File: config.mk
export PLATFORM = sky130hd
export DESIGN_NAME = hrglass_turn_sequencer_flat
export DESIGN_NICKNAME = d
export VERILOG_FILES = /design/src/rtl/hrglass_turn_sequencer_if.sv /design/src/rtl/hrglass_turn_sequencer.sv /design/src/flat_wrapper.sv
export SDC_FILE = /design/constraint.sdc
export NUM_CORES = 1
export LEC_CHECK = 0
export ABC_AREA = 1
export CORE_UTILIZATION = 62
export DETAILED_ROUTE_END_ITERATION = 7
export PLACE_DENSITY = 0.85
export REMOVE_ABC_BUFFERS = 1
export SLEW_MARGIN = 40
export SYNTH_ARGS = -nofsm -noshare
export SYNTH_HDL_FRONTEND = slang
export SYNTH_SLANG_ARGS = --single-unit
File: constraint.sdc
create_clock -name clk_i -period 5.8 [get_ports clk_i]
set_input_delay 1.16 -clock clk_i [delete_from_list [all_inputs] [get_ports clk_i]]
set_output_delay 1.16 -clock clk_i [all_outputs]
set_load 0.1 [all_outputs]
File: src/rtl/hrglass_turn_sequencer_if.sv
// rtl/hrglass_turn_sequencer_if.sv - host-side program/start/result bundle for the turn sequencer
interface hrglass_turn_sequencer_if #(
    parameter int AW = 4,
    parameter int TW = 8
);
    logic          prog_we;
    logic [AW-1:0] prog_addr;
    logic [1:0]    prog_data;
    logic          start;
    logic [AW:0]   prog_len;
    logic          busy;
    logic          turn_small;
    logic          turn_large;
    logic [2:0]    event_dt;
    logic [TW-1:0] elapsed;
    logic          result_valid;
    logic          result_error;
    logic          result_ack;

    modport master (
        output prog_we, prog_addr, prog_data, start, prog_len, result_ack,
        input  busy, turn_small, turn_large, event_dt, elapsed, result_valid, result_error
    );

    modport slave (
        input  prog_we, prog_addr, prog_data, start, prog_len, result_ack,
        output busy, turn_small, turn_large, event_dt, elapsed, result_valid, result_error
    );
endinterface

File: src/rtl/hrglass_turn_sequencer.sv
// rtl/hrglass_turn_sequencer.sv - replays a turn program against a shadow model of two hourglasses
module hrglass_turn_sequencer #(
    parameter int SMALL = 4,
    parameter int LARGE = 7,
    parameter int DEPTH = 16,
    parameter int AW    = 4,
    parameter int TW    = 8
) (
    input logic                     clk_i,
    input logic                     rst_i,
    hrglass_turn_sequencer_if.slave bus_if
);
    typedef enum logic [1:0] {S_IDLE, S_RUN, S_DONE} state_e;

    localparam logic [2:0]  SMALL_L = 3'(SMALL);
    localparam logic [2:0]  LARGE_L = 3'(LARGE);
    localparam logic [AW:0] DEPTH_L = (AW+1)'(DEPTH);

    state_e        state_q, state_d;
    logic [2:0]    small_top_q, small_top_d;
    logic [2:0]    large_top_q, large_top_d;
    logic [2:0]    dt_q, dt_d;
    logic [TW-1:0] elapsed_q, elapsed_d;
    logic [AW-1:0] step_q, step_d;
    logic [AW:0]   len_q, len_d;
    logic          ts_q, ts_d, tl_q, tl_d, err_q, err_d;

    logic [1:0]    prog_mem [DEPTH];
    logic [1:0]    cur_bits;
    logic [2:0]    dt, small_adv, large_adv;
    logic [TW:0]   sum;
    logic          stall, ovf, len_bad, last_step;

    // Program RAM: host writes are dropped while a program is running so it cannot change underneath us
    always_ff @(posedge clk_i) begin
        if (bus_if.prog_we && state_q != S_RUN) begin
            prog_mem[bus_if.prog_addr] <= bus_if.prog_data;
        end
    end

    // State register; RAM contents deliberately survive reset
    always_ff @(posedge clk_i) begin
        if (rst_i) begin
            state_q     <= S_IDLE;
            small_top_q <= 3'd0;
            large_top_q <= 3'd0;
            dt_q        <= 3'd0;
            elapsed_q   <= '0;
            step_q      <= '0;
            len_q       <= '0;
            ts_q        <= 1'b0;
            tl_q        <= 1'b0;
            err_q       <= 1'b0;
        end else begin
            state_q     <= state_d;
            small_top_q <= small_top_d;
            large_top_q <= large_top_d;
            dt_q        <= dt_d;
            elapsed_q   <= elapsed_d;
            step_q      <= step_d;
            len_q       <= len_d;
            ts_q        <= ts_d;
            tl_q        <= tl_d;
            err_q       <= err_d;
        end
    end

    // Step datapath and next-state logic: advance to the next glass emptying, then apply the step's turns
    always_comb begin
        cur_bits  = prog_mem[step_q];
        len_bad   = (bus_if.prog_len == '0) || (bus_if.prog_len > DEPTH_L);
        last_step = ({1'b0, step_q} == (len_q - (AW+1)'(1)));
        stall     = (step_q != '0) && (small_top_q == 3'd0) && (large_top_q == 3'd0);

        dt = 3'd0;
        if (step_q != '0) begin
            if (small_top_q == 3'd0)             dt = large_top_q;
            else if (large_top_q == 3'd0)        dt = small_top_q;
            else if (small_top_q < large_top_q)  dt = small_top_q;
            else                                 dt = large_top_q;
        end
        small_adv = (small_top_q != 3'd0) ? small_top_q - dt : 3'd0;
        large_adv = (large_top_q != 3'd0) ? large_top_q - dt : 3'd0;
        sum       = {1'b0, elapsed_q} + {{(TW-2){1'b0}}, dt};
        ovf       = sum[TW];

        state_d     = state_q;
        small_top_d = small_top_q;
        large_top_d = large_top_q;
        elapsed_d   = elapsed_q;
        step_d      = step_q;
        len_d       = len_q;
        err_d       = err_q;
        dt_d        = 3'd0;
        ts_d        = 1'b0;
        tl_d        = 1'b0;

        case (state_q)
            S_IDLE: begin
                if (bus_if.start) begin
                    step_d      = '0;
                    elapsed_d   = '0;
                    small_top_d = 3'd0;
                    large_top_d = 3'd0;
                    err_d       = len_bad;
                    len_d       = bus_if.prog_len;
                    state_d     = len_bad ? S_DONE : S_RUN;
                end
            end
            S_RUN: begin
                if (stall) begin
                    err_d   = 1'b1;
                    state_d = S_DONE;
                end else if (ovf) begin
                    elapsed_d   = '1;
                    small_top_d = small_adv;
                    large_top_d = large_adv;
                    dt_d        = dt;
                    err_d       = 1'b1;
                    state_d     = S_DONE;
                end else begin
                    elapsed_d   = sum[TW-1:0];
                    small_top_d = cur_bits[1] ? SMALL_L - small_adv : small_adv;
                    large_top_d = cur_bits[0] ? LARGE_L - large_adv : large_adv;
                    ts_d        = cur_bits[1];
                    tl_d        = cur_bits[0];
                    dt_d        = dt;
                    if (last_step) begin
                        err_d   = 1'b0;
                        state_d = S_DONE;
                    end else begin
                        step_d  = step_q + AW'(1);
                    end
                end
            end
            S_DONE: begin
                if (bus_if.result_ack) begin
                    err_d   = 1'b0;
                    state_d = S_IDLE;
                end
            end
            default: state_d = S_IDLE;
        endcase
    end

    assign bus_if.busy         = (state_q != S_IDLE);
    assign bus_if.turn_small   = ts_q;
    assign bus_if.turn_large   = tl_q;
    assign bus_if.event_dt     = dt_q;
    assign bus_if.elapsed      = elapsed_q;
    assign bus_if.result_valid = (state_q == S_DONE);
    assign bus_if.result_error = err_q && (state_q == S_DONE);

    // Shadow sand can never exceed the glass capacity
    assert property (@(posedge clk_i) disable iff (rst_i)
        (small_top_q <= SMALL_L) && (large_top_q <= LARGE_L));
endmodule
File: src/flat_wrapper.sv
// flat-port wrapper written by rule: the top's interface ports become plain ports
module hrglass_turn_sequencer_flat 
#(
    parameter int SMALL = 4,
    parameter int LARGE = 7,
    parameter int DEPTH = 16,
    parameter int AW    = 4,
    parameter int TW    = 8
)
  (clk_i, rst_i, bus_if_prog_we, bus_if_prog_addr, bus_if_prog_data, bus_if_start, bus_if_prog_len, bus_if_result_ack, bus_if_busy, bus_if_turn_small, bus_if_turn_large, bus_if_event_dt, bus_if_elapsed, bus_if_result_valid, bus_if_result_error);
  hrglass_turn_sequencer_if #(.AW(AW), .TW(TW)) bus_if_i ();
  input logic clk_i;
  input logic rst_i;
  input wire logic [$bits(bus_if_i.prog_we)-1:0] bus_if_prog_we;
  input wire logic [$bits(bus_if_i.prog_addr)-1:0] bus_if_prog_addr;
  input wire logic [$bits(bus_if_i.prog_data)-1:0] bus_if_prog_data;
  input wire logic [$bits(bus_if_i.start)-1:0] bus_if_start;
  input wire logic [$bits(bus_if_i.prog_len)-1:0] bus_if_prog_len;
  input wire logic [$bits(bus_if_i.result_ack)-1:0] bus_if_result_ack;
  output wire logic [$bits(bus_if_i.busy)-1:0] bus_if_busy;
  output wire logic [$bits(bus_if_i.turn_small)-1:0] bus_if_turn_small;
  output wire logic [$bits(bus_if_i.turn_large)-1:0] bus_if_turn_large;
  output wire logic [$bits(bus_if_i.event_dt)-1:0] bus_if_event_dt;
  output wire logic [$bits(bus_if_i.elapsed)-1:0] bus_if_elapsed;
  output wire logic [$bits(bus_if_i.result_valid)-1:0] bus_if_result_valid;
  output wire logic [$bits(bus_if_i.result_error)-1:0] bus_if_result_error;
  assign bus_if_i.prog_we = bus_if_prog_we;
  assign bus_if_i.prog_addr = bus_if_prog_addr;
  assign bus_if_i.prog_data = bus_if_prog_data;
  assign bus_if_i.start = bus_if_start;
  assign bus_if_i.prog_len = bus_if_prog_len;
  assign bus_if_i.result_ack = bus_if_result_ack;
  assign bus_if_busy = bus_if_i.busy;
  assign bus_if_turn_small = bus_if_i.turn_small;
  assign bus_if_turn_large = bus_if_i.turn_large;
  assign bus_if_event_dt = bus_if_i.event_dt;
  assign bus_if_elapsed = bus_if_i.elapsed;
  assign bus_if_result_valid = bus_if_i.result_valid;
  assign bus_if_result_error = bus_if_i.result_error;
  hrglass_turn_sequencer #(.SMALL(SMALL), .LARGE(LARGE), .DEPTH(DEPTH), .AW(AW), .TW(TW)) u_core (.clk_i(clk_i), .rst_i(rst_i), .bus_if(bus_if_i));
endmodule
# [Word-level counts from Yosys, hierarchy flattened]
# Memories as Yosys holds them, arrays and structs flattened. A register that Yosys moved wholly into a read port is not among the register bits.
# Cells that the tools add are included.
[totals] ff_bits=31 ram_bits=32 input_bits=16 output_inout_bits=16 wordCells=94 n_memories=1
[classes] n_addsub=7 magnitude_cmp=2 n_eq_ne=10 muxes=41 bitwise=1 reduce_logical=22
[mem_list] name="u_core.prog_mem" depth=16 width=2 rd=1 rd_clocked_by_memory_dff=1 write_ports=1 line="hrglass_turn_sequencer.sv:28" source="logic [1:0] prog_mem [DEPTH];"
[op_table] operator="3-bit 2-to-1 mux" n=13
[op_table] operator="4-bit 2-to-1 mux" n=6
[op_table] operator="8-bit 2-to-1 mux" n=3
[op_table] operator="8-bit case mux with 2 select lines" n=1
[op_table] operator="2-bit 2-to-1 mux" n=6
[op_table] operator="3-bit case mux with 2 select lines" n=2
[op_table] operator="2-bit inequality test, second input constant" n=5
[op_table] operator="8-bit by 3-bit adder with 9-bit output" n=1
[op_table] operator="3-bit nonzero test" n=3
[op_table] operator="4-bit case mux with 2 select lines" n=1
[op_table] operator="1-bit 2-to-1 mux" n=7
[op_table] operator="3-bit zero test" n=2
[op_table] operator="2-bit case mux with 3 select lines" n=1
[op_table] operator="3-bit AND reduction" n=2
[op_table] operator="3-bit subtractor" n=2
[op_table] operator="3-bit subtractor, first input constant" n=2
[op_table] operator="4-bit by 5-bit == test with 1-bit output" n=1
[op_table] operator="5-bit greater-than comparator, second input constant" n=1
[op_table] operator="5-bit zero test" n=1
[op_table] operator="5-bit AND reduction" n=1
[op_table] operator="5-bit by 1-bit subtractor with 5-bit output, second input constant" n=1
[op_table] operator="4-bit by 1-bit adder with 4-bit output, second input constant" n=1
[op_table] operator="1-bit logical AND" n=4
[op_table] operator="4-bit by 1-bit inequality test with 1-bit output, second input constant" n=1
[op_table] operator="14 further kinds" n=15

# [Logic depth before layout (Yosys ltp)]
# Gate-level depths: netlist of run 1.
[logic_depth] word_depth=12 mapped_depth=22

# [Worst setup path before layout of run 1]
# No wires, ideal clock.
[synth_path] kind="reg2out" from="reg u_core.state_q[0]" to="out bus_if_result_error" arrival_time_ps=1945 setup_slack_ps=2695 path_stages_with_launch=5 n_path_buf=0 cell_sequence="dfxtp_1 -> inv_1 -> ha_1 -> nand2_1 -> inv_1"
[synth_via] elab_chain_cells=2
[synth_lines] item="start, declared" line="hrglass_turn_sequencer.sv:19" source="state_e state_q, state_d;"
[synth_lines] item="start signal, assigned" line="hrglass_turn_sequencer.sv:55" source="state_q <= state_d;"
[synth_lines] item="2-bit == test"
[synth_lines] item="via bus_if_result_valid" line="flat_wrapper.sv:25" source="output wire logic [$bits(bus_if_i.result_valid)-1:0] bus_if_result_valid;"
[synth_lines] item="1-bit logical AND" line="hrglass_turn_sequencer.sv:152" source="assign bus_if.result_error = err_q && (state_q == S_DONE);"
[synth_lines] item="end, declared" line="flat_wrapper.sv:26" source="output wire logic [$bits(bus_if_i.result_error)-1:0] bus_if_result_error;"
# The timed path passes the listed nets, and every way through them passes these cells.

==> results of run 1 <==
cells in the mapped netlist (3+ instances only):
| library cell | count |
|---|---|
| nor2_1 | 50 |
| o21ai_0 | 22 |
| o211ai_1 | 4 |
| nand3b_1 | 4 |
| a21oi_1 | 22 |
| xor2_1 | 6 |
| ha_1 | 16 |
| dfxtp_1 | 35 |
| nand3_1 | 47 |
| xnor2_1 | 3 |
| nand2_2 | 5 |
| nand2_1 | 99 |
| fa_1 | 3 |
| inv_2 | 7 |
| buf_2 | 3 |
| inv_1 | 70 |
| edfxtp_1 | 32 |
| nor2_2 | 3 |
| nor2_4 | 5 |
| o21ai_1 | 4 |
| nand2_4 | 3 |
logic make-up (layout without fill, tap and decap cells):
family	after synthesis	in the layout
flops	67	67
buf+inv	84	125
xor+xnor	9	9
compound gates	63	63
simple gates	223	223
fa+ha+maj	19	19
worst max-delay path by stage:
stage	endpoint	depth (start not counted)	from	slack, ps
finish	flop	20	u_core.large_top_q[1]	2480
detailed placement	u_core.state_q[0]	21	u_core.large_top_q[1]	2570
global placement	u_core.state_q[0]	20	u_core.large_top_q[2]	2730
global route	u_core.small_top_q[1]	21	u_core.large_top_q[2]	2190
CTS	u_core.state_q[0]	21	u_core.large_top_q[1]	2510
floorplan	bus_if_result_error	4	u_core.state_q[0]	2700
layout make-up:
type                       instances  area [sq um]
multi-input combinational        314          1757
sequential                        67          1662
fill                             415          1481
inverter                          78         295.3
timing repair buffer              31         230.2
clock buffer                      10         127.6
tap                               72         90.09
clock inverter                     6         32.53
worst register-to-register path: cells and delay by family (launching register included):
family                     cells  cell delay [ps]
and+or+nand+nor               11             1220
buffers and inverters          3              230
DFF                            1              440
adders and majority gates      3              850
AOI/OAI and AO/OA              3              500
per-stage QoR:
| stage | instances | setup slack [ps] |
|---|---|---|
| 3_3_place_gp | 562 | 2730 |
| 4_1_cts | 578 | 2509 |
| 3_5_place_dp | 562 | 2565 |
| 5_1_grt | 578 | 2189 |
| 6_report | 578 | 2483 |
| 2_1_floorplan | 459 | 2695 |
registers in the layout, indices dropped and copies added (netlist names), named ones only:
| register | count |
|---|---|
| u_core.bus_if.elapsed | 8 |
| u_core.bus_if.event_dt | 3 |
| u_core.bus_if.turn_large | 1 |
| u_core.bus_if.turn_small | 1 |
| u_core.err_q | 1 |
| u_core.large_top_q | 3 |
| u_core.len_q | 5 |
| u_core.prog_mem | 32 |
| u_core.small_top_q | 3 |
| u_core.state_q | 2 |
| u_core.step_q | 4 |
report_power, final:
part           switching [mW]  internal, mW
logic                   0.573         0.224
registers              0.0593         0.547
clock network           0.173         0.150
total                   0.806         0.922
metal layers:
layer	vias to the layer above	global-route usage (%)	part of all wire, %
met2	118	46.24	49
met5	-	0	0
li1	1586	-	-
met3	17	3.771	5.3
met4	0	13.21	1.9
met1	1446	34.96	44
==> results.py, run 1 <==
metrics = {
    "final_layout": {
        "final_cell_mix": "nand2_1, inv_1, nor2_1",
        "drive_gt1_share_pct": 12.85,
        "syn_to_final_growth_pct": 11.92,
        "fin_nets": 536,
        "n_antenna_cell": 0,
        "final_common_cell": "nand2_1",
        "final_util_pct": 73.90,
        "final_area_sq_um": 4194,
    },
    "critical_path": {
        "critPathRequiredTime_ps": 6060,
        "ff2ff_setup_slack_ps": 2480,
        "cp_max_fo": 6,
        "timing.rr.start": "u_core.large_top_q[1]",
        "cp-end-kind": "flop",
        "critPathKind": "flop to flop",
        "cp_num_buf_inv": 3,
        "cp_cell_sequence": "inv_1, ha_1, o211ai_1, nand2_1, nand2_1, nand2_1, nand2_1, a21oi_1, ha_1, inv_1, fa_1, inv_1, nand2_1, nand2_1, nand3_2, nor2_4, nor2_2, nand3_2, nand3_1, o21ai_1",
        "r2r_cells": 20,
        "critPathMaxStageDelay_ps": 440,
        "critPathMostFrequentCell": "nand2_1",
        "critPathArrivalTime_ps": 3580,
        "critPathTopFamily": "simple AND/OR/NAND/NOR gates",
        "cp_slowest_cell": "dfxtp_1",
        "start_kind": "flop",
    },
    "floorplan": {
        "core_area_sq_um": 5675,
        "initial_core_util_pct": 66.03,
        "die-width_microns": 79.75,
        "row_count": 27,
        "num_io_pins": 32,
        "die_y_microns": 79.75,
        "fp.dieArea_sq_um": 6359,
    },
    "place": {
        "post-dp-hpwl_mm": 5.844,
        "io_buffers": 31,
        "postPlaceCellArea_sq_um": 4034,
        "gp_congestion": 0.8061,
    },
    "sta": {
        "clock.fmax_mhz": 301.5,
        "period_needed_ps": 3317,
        "setup_viol": 0,
        "hold-worst-slack_ps": 489.2,
        "finalHoldViolations": 0,
        "fin_crit_sh_pct": 57.19,
        "rsz0062_at_grt": "no",
        "tightest_slew_ps": 704.9,
        "finClkSkew_ps": 10.40,
        "slew_headroom_pct": 52.94,
        "drv_slew": 0,
        "tns_ps": 0,
    },
    "clock_network": {
        "clkLatencyLatePin_ps": 340,
        "cts_made_buffers": 9,
        "clk_path_buf_depth": 2,
        "cts_tree": "built",
        "post_cts_buffers": 0,
        "cts-resized-gates": 0,
        "root_buffer": "clkbuf_8",
        "ctsHtreeMaxLevel": 3,
        "clock-sinks": 67,
        "hold_buffers": 0,
        "path_clk_slew_ps": 70,
    },
    "job": {
        "cap_violations": 0,
    },
    "yosys": {
        "netlist_instances": 465,
        "yosysTopAreaCell": "edfxtp_1",
        "ys_seq_elements": 67,
        "ys_types": 37,
        "synth_xor_area_share_pct": 2.104,
        "ys_async_sr_fraction_pct": 0,
        "yosys.area.top_type_share_pct": 25.64,
        "ys_warn_count": 0,
        "netlist_area_sq_um": 3747,
        "synth_mux_area_share_pct": 0,
        "yosysSeqAreaShare_pct": 44.34,
        "synth_top_family_by_area": "simple AND/OR/NAND/NOR gates",
        "ys.flop_type": "dfxtp_1",
        "synth_edf_count": 32,
        "syn_avg_cell_area_sq_um": 8.059,
        "ys_top_cells_by_area": "edfxtp_1, dfxtp_1, nand2_1, inv_1, nand3_1",
        "synth-compound-area-share_pct": 10.05,
        "synth_adder_area_share_pct": 6.945,
        "synth-simple-area-share_pct": 27.78,
    },
    "min_path": {
        "hp-class": "flop to flop",
        "hp-start": "u_core.len_q[1]",
        "min_path_cells": 2,
        "min_to": "u_core.len_q[1]",
    },
    "global_route": {
        "gr-total-overflow": 0,
        "grt_max_degree": 22,
        "grt_pass1_vias": 2990,
        "grt_pass1_wl_mm": 13.28,
        "antenna_found_initial": 0,
        "track_usage_pct": 27.56,
    },
    "power_and_ir_drop": {
        "total_power_mw": 1.728,
        "leakage_nw": 1.835,
        "peakVddDrop_mv": 0.5110,
        "power_density_nw_per_um2": 411.9,
    },
    "routing": {
        "drc_errors": 0,
        "drt.antenna.violating_nets": 0,
        "via_per_inst": 5.479,
        "routed_wl_mm": 7.875,
        "drtIter0Drc": 269,
        "drt_pass1_iterations": 5,
        "vias": 3167,
        "wl_per_cell_microns": 13.62,
    },
    "run_status": {
        "outcome": "complete, no violations",
    },
}
(Power assumes the default switching activity.)
==> run 2, diff against run 1 <==
--- a/config.mk
+++ b/config.mk
@@ -6,9 +6,9 @@
 export NUM_CORES = 1
 export LEC_CHECK = 0
 export ABC_AREA = 1
-export CORE_UTILIZATION = 62
+export CORE_UTILIZATION = 52
 export DETAILED_ROUTE_END_ITERATION = 7
-export PLACE_DENSITY = 0.85
+export PLACE_DENSITY = 0.76
 export REMOVE_ABC_BUFFERS = 1
 export SLEW_MARGIN = 40
 export SYNTH_ARGS = -nofsm -noshare
==> constraint.sdc (replaced) <==
create_clock -name clk_i -period 2.8 [get_ports clk_i]
set_input_delay 0.56 -clock clk_i [delete_from_list [all_inputs] [get_ports clk_i]]
set_output_delay 0.56 -clock clk_i [all_outputs]
set_load 0.1 [all_outputs]
==> run 2 against run 1 <==
- the flow now finishes with violations (negative setup slack)
- global-route usage fell by 2.9 points
- clock-buffer cell count fell by 1
- sequential share of layout area fell by 5.2 points
- largest power group unchanged
==> results.py, run 2 (synthesis results as in run 1) <==
metrics = {
    "run_status": {
        "outcome": "finished, violations left",
        "violations": "negative setup slack",
    },
    "final_layout": {
        "syn_to_final_growth_pct": 29.28,
        "final_area_sq_um": 4845,
        "n_antenna_cell": 0,
        "largest-register": "u_core.prog_mem",
        "largest_reg_flops": 32,
        "final_common_cell": "nand2_1",
        "final_cell_mix": "nand2_1, inv_1, nor2_1",
        "fin_nets": 572,
        "drive_gt1_share_pct": 27.86,
    },
    "sta": {
        "finClkSkew_ps": 9.355,
        "hold-worst-slack_ps": 485.2,
        "tightest_slew_ps": 577.3,
        "period_needed_ps": 2923,
        "clock.fmax_mhz": 342.1,
        "drv_slew": 0,
        "fin_crit_sh_pct": 104.4,
        "finalHoldViolations": 0,
        "rsz0062_at_grt": "yes",
        "setup_viol": 21,
        "slew_headroom_pct": 61.39,
        "finalWorstSetupSlack_ps": -122.9,
    },
    "power_and_ir_drop": {
        "peakVddDrop_mv": 0.8701,
        "leakage_nw": 2.107,
        "power_density_nw_per_um2": 864.2,
    },
    "critical_path": {
        "timing.rr.start": "u_core.large_top_q[2]",
        "start_kind": "flop",
        "critPathRequiredTime_ps": 3040,
        "r2r_cells": 22,
        "cp_cell_sequence": "inv_2, ha_4, o211ai_1, nand2_1, nand2_2, nand2_2, nand2_2, a21oi_2, ha_2, inv_2, fa_2, inv_2, nand2_4, nand2_4, nand3_4, nor2_4, clkinv_4, buf_6, nand2_4, nand2_2, nand3_1, nand2_1",
        "cp_max_fo": 4,
        "critPathTopFamily": "simple AND/OR/NAND/NOR gates",
        "cp_slowest_cell": "fa_2",
        "r2r-end": "u_core.large_top_q[1]",
        "cp-end-kind": "flop",
        "critPathMaxStageDelay_ps": 350,
        "ff2ff_setup_slack_ps": -120,
        "critPathArrivalTime_ps": 3160,
        "critPathKind": "flop to flop",
        "critPathMostFrequentCell": "nand2_2",
        "cp_num_buf_inv": 5,
    },
    "clock_network": {
        "clkLatencyLatePin_ps": 350,
        "ctsHtreeMaxLevel": 3,
        "path_clk_slew_ps": 80,
        "cts_tree": "built",
        "clock-sinks": 67,
        "root_buffer": "clkbuf_8",
        "clk_path_buf_depth": 2,
        "cts_made_buffers": 9,
    },
    "place": {
        "postPlaceCellArea_sq_um": 4262,
        "gp_congestion": 0.8897,
        "io_buffers": 31,
        "post-dp-hpwl_mm": 5.976,
    },
    "routing": {
        "via_per_inst": 5.277,
        "drt_pass1_iterations": 5,
        "drc_errors": 0,
        "drt.antenna.violating_nets": 0,
        "vias": 3367,
        "wl_per_cell_microns": 14.42,
        "routed_wl_mm": 9.197,
        "drtIter0Drc": 220,
    },
    "global_route": {
        "antenna_found_initial": 0,
        "track_usage_pct": 24.62,
        "grt_pass1_wl_mm": 14.19,
        "grt_pass1_vias": 3176,
        "gr-total-overflow": 0,
        "grt_max_degree": 21,
    },
    "floorplan": {
        "num_io_pins": 32,
        "die_y_microns": 86.89,
        "fp.dieArea_sq_um": 7550,
        "die-width_microns": 86.89,
        "row_count": 30,
        "initial_core_util_pct": 54.55,
        "core_area_sq_um": 6869,
    },
    "min_path": {
        "hp-class": "flop to flop",
        "min_path_cells": 2,
        "min_to": "u_core.len_q[4]",
        "hp-start": "u_core.len_q[4]",
    },
    "job": {
        "cap_violations": 0,
    },
}
==> run 2: cell count changes in the layout (fill, tap and decap cells not counted), moves of 8 or more <==
| cell | before | now |
|---|---|---|
| a21oi_1 | 22 | 14 |
| a21oi_2 | 2 | 10 |
| buf_2 | 16 | 0 |
| buf_4 | 0 | 46 |
| nand2_1 | 99 | 84 |
| nand2_2 | 5 | 14 |
==> run 2: worst max path at each step <==
| stage | startpoint | depth (start not counted) | to |
|---|---|---|---|
| after global routing | u_core.large_top_q[2] | 22 | u_core.large_top_q[1] |
| after detailed placement | u_core.large_top_q[2] | 20 | u_core.state_q[0] |
| after floorplan | u_core.large_top_q[2] | 20 | u_core.state_q[0] |
| final | u_core.large_top_q[2] | 22 | u_core.large_top_q[1] |
| after global placement | u_core.large_top_q[2] | 20 | u_core.state_q[0] |
| after CTS | u_core.large_top_q[1] | 20 | u_core.bus_if.elapsed[2] |
==> run 2: per-layer routing <==
metal,up-vias,global-route usage [%],share of wire [%]
met2,114,40.52,51
li1,1654,-,-
met4,0,10.00,1.8
met1,1581,31.85,43
met3,18,4.834,4.9
met5,-,0,0
==> run 2: power by group <==
group          internal [mW]  switching [mW]
clock network          0.507           0.413
registers               1.14          0.0871
logic                  0.655            1.39
total                   2.30            1.89
==> run 2: worst register-to-register path: stages, from the launching register on <==
cell,delay [ps]
dfxtp_2,340
inv_2,50
ha_4,260
o211ai_1,70
nand2_1,90
nand2_2,80
nand2_2,80
nand2_2,60
a21oi_2,160
ha_2,210
inv_2,40
fa_2,350
inv_2,90
nand2_4,60
nand2_4,70
nand3_4,80
nor2_4,200
clkinv_4,90
buf_6,150
nand2_4,100
nand2_2,50
nand3_1,80
nand2_1,50
==> run 2: area by class of cell <==
type / instances / area (sq um)
Fill cell: 518 / 2024
Multi-Input combinational cell: 314 / 1971
Tap cell: 96 / 120.1
Sequential cell: 67 / 1668
Inverter: 78 / 300.3
Clock inverter: 7 / 98.84
Timing Repair Buffer: 67 / 563.0
Clock buffer: 9 / 123.9
==> run 2: through the flow <==
| stage | power [mW] | utilization, % | instances | setup TNS, ps | setup slack [ps] |
|---|---|---|---|---|---|
| final | 4.187 | 70.53 | 638 | -1331 | -122.9 |
| after detailed placement | 3.022 | 62.04 | 607 | -2140 | -154.1 |
| after global placement | 2.984 | 62.04 | 607 | -339.4 | -53.88 |
| after global routing | 4.429 | 70.53 | 638 | -4384 | -264.1 |
| after CTS | 4.018 | 66.96 | 628 | 0 | 2.713 |
| after floorplan | 2.565 | - | 459 | -1217 | -118.8 |
==> run 2: repair_timing <==
item	in CTS	in global routing
hold buffers	0	0
pin swaps	11	26
endpoints found under the setup margin	20	26
buffers inserted	5	12
resized for setup	25	49
==> run 3, diff against run 2 <==
==> constraint.sdc (replaced) <==
create_clock -name clk_i -period 2.8 [get_ports clk_i]
set_input_delay 0.7 -clock clk_i [delete_from_list [all_inputs] [get_ports clk_i]]
set_output_delay 0.7 -clock clk_i [all_outputs]
set_load 0.1 [all_outputs]
==> run 3 against run 2 <==
- the flow still finishes with violations (negative setup slack)
- routed wire length up 0.71%
- cell area down 1.5%
- non-clock buffer count fell by 5
- sequential cell count did not move
- sequential power barely moved
- combinational power is 3% higher
- clock-buffer cell count unchanged
- sequential share of layout area rose by 0.46 points
- critical path type unchanged
- critical endpoint is now u_core.err_q
==> results.py, run 3 (synthesis results as in run 1) <==
metrics = {
    "power_and_ir_drop": {
        "clock_power_share_pct": 20.3,
        "p_int_mw": 2.226,
        "power_density_nw_per_um2": 875.8,
        "power.net_switching_mw": 1.951,
        "combinationalPowerShare_pct": 50.3,
        "swShare_pct": 46.71,
        "leakage_nw": 2.065,
        "p_seq_share_pct": 29.4,
        "peakVddDrop_mv": 0.9871,
    },
    "clock_network": {
        "cts_tree": "built",
        "root_buffer": "clkbuf_8",
        "cts_made_buffers": 9,
        "clk_path_buf_depth": 2,
        "path_clk_slew_ps": 90,
        "clock-sinks": 67,
        "clkLatencyLatePin_ps": 360,
        "hold_buffers": 0,
        "ctsHtreeMaxLevel": 3,
    },
    "sta": {
        "drv_slew": 0,
        "clock.fmax_mhz": 348.1,
        "finClkSkew_ps": 14.17,
        "finalWorstSetupSlack_ps": -72.86,
        "slew_headroom_pct": 60.28,
        "tightest_slew_ps": 593.9,
        "tns_ps": -341.9,
        "hold-worst-slack_ps": 486.0,
        "rsz0062_at_grt": "yes",
        "period_needed_ps": 2873,
        "setup_viol": 10,
        "finalHoldViolations": 0,
        "fin_crit_sh_pct": 102.6,
    },
    "final_layout": {
        "largest-register": "u_core.prog_mem",
        "regArea_sq_um": 1664,
        "drive_gt1_share_pct": 25.70,
        "final_common_cell": "nand2_1",
        "largest_reg_flops": 32,
        "n_antenna_cell": 0,
        "final_cell_mix": "nand2_1, inv_1, nor2_1",
        "nFillCells": 509,
        "fin_nets": 567,
        "syn_to_final_growth_pct": 27.28,
        "multi_input_area_sq_um": 1973,
    },
    "global_route": {
        "antenna_found_initial": 0,
        "grt_pass1_vias": 3226,
        "gr-total-overflow": 0,
        "grt_max_degree": 21,
        "grt_pass1_wl_mm": 14.24,
        "track_usage_pct": 24.84,
    },
    "place": {
        "io_buffers": 31,
        "gp_congestion": 0.8914,
        "post-dp-hpwl_mm": 6.244,
        "pre_cts_ws_ps": -151.8,
    },
    "critical_path": {
        "critPathArrivalTime_ps": 3170,
        "cp_slowest_cell": "dfxtp_2",
        "cp-end-kind": "flop",
        "cp_max_fo": 4,
        "cp_cell_sequence": "inv_2, ha_1, o211ai_1, nand2_1, nand2_2, nand2_2, nand2_2, a21oi_4, ha_2, inv_2, fa_2, inv_2, nand2_2, nand2_2, nand3_4, nor2_4, nor2_4, nand2_2, nand3b_1, nand2_1, nand2_1, nor2_1",
        "start_kind": "flop",
        "critPathTopFamily": "simple AND/OR/NAND/NOR gates",
        "critPathMaxStageDelay_ps": 340,
        "critPathMostFrequentCell": "nand2_2",
        "critPathRequiredTime_ps": 3100,
        "critPathKind": "flop to flop",
        "cp_num_buf_inv": 3,
    },
    "routing": {
        "routed_wl_mm": 9.262,
        "drc_errors": 0,
        "drtIter0Drc": 158,
        "drt.antenna.violating_nets": 0,
        "wl_per_cell_microns": 14.63,
        "vias": 3374,
        "routed-wl-met2_mm": 4.725,
        "wl_met3_microns": 395,
        "routed.top_layer": "met4",
        "drt_pass1_iterations": 5,
        "wl_met1_mm": 3.950,
        "via_per_inst": 5.330,
    },
    "floorplan": {
        "die_y_microns": 86.89,
        "num_io_pins": 32,
        "row_count": 30,
        "initial_core_util_pct": 54.55,
        "core_area_sq_um": 6869,
        "fp.dieArea_sq_um": 7550,
        "die-width_microns": 86.89,
    },
    "min_path": {
        "hp-class": "flop to flop",
    },
    "run_status": {
        "outcome": "finished, violations left",
        "violations": "negative setup slack",
    },
    "job": {
        "cap_violations": 0,
    },
}
run 3: changes by cell type in the layout (fill, tap and decap cells not counted), moves of 3 or more:
cell / delta
buf_6: -5
dfxtp_2: -3
nand2_1: +5
dfxtp_1: +3
nand3_4: +3
nand2_2: -3
nand3_2: -4
run 3: worst reg2reg max path, delay by kind of cell (launching register included):
kind | cells | cell delay [ps]
buffers and inverters | 3 | 160
AO/OA/AOI/OAI | 2 | 220
AND/OR/NAND/NOR | 14 | 1280
flip-flops | 1 | 340
adder cells (fa/ha/maj) | 3 | 800
run 3: repair_timing:
item	in CTS	in global routing
pin swaps	12	12
setup buffers	8	1
endpoints found under the setup margin	21	26
resized for setup	20	38
run 3: power groups by stage:
stage / Combinational [mW] / Clock [mW] / Sequential, mW
2_1_floorplan: 1.16 / 0 / 1.40
3_3_place_gp: 1.77 / 0 / 1.23
6_report: 2.10 / 0.848 / 1.23
5_1_grt: 2.27 / 0.893 / 1.23
4_1_cts: 1.89 / 0.857 / 1.22
3_5_place_dp: 1.82 / 0 / 1.24
run 3: final timing paths:
| path | slack [ps] | cells past startpoint | endpoint | startpoint |
|---|---|---|---|---|
| setup / recovery | -70 | 22 | u_core.err_q | u_core.large_top_q[1] |
| hold reg to reg | 490 | 2 | u_core.len_q[1] | u_core.len_q[1] |
| setup reg to reg | -70 | 22 | u_core.err_q | u_core.large_top_q[1] |
| hold / removal | 490 | 2 | u_core.len_q[1] | u_core.len_q[1] |
run 3: final cells by class:
type	count	area share, %
clock buffer	9	2.597
clock inverter	7	1.758
inverter	78	6.243
multi-input combinational	314	41.37
sequential	67	34.89
tap	96	2.518
timing repair buffer	62	10.62
run 3: metrics by stage:
stage          area, sq um  instances  util [%]  total power [mW]
6_report              4770        633     69.44             4.177
5_1_grt               4770        633     69.44             4.398
4_1_cts               4603        632     67.01             3.964
3_5_place_dp          4269        608     62.15             3.054
3_3_place_gp          4269        608     62.15             3.000
2_1_floorplan         3714        459         -             2.565
run 3: per-layer routing:
metal  track usage, %  vias to the layer above
li1                 -                     1645
met1            29.65                     1608
met2            43.45                      103
met3            4.834                       18
met4            10.91                        0
met5                0                        -
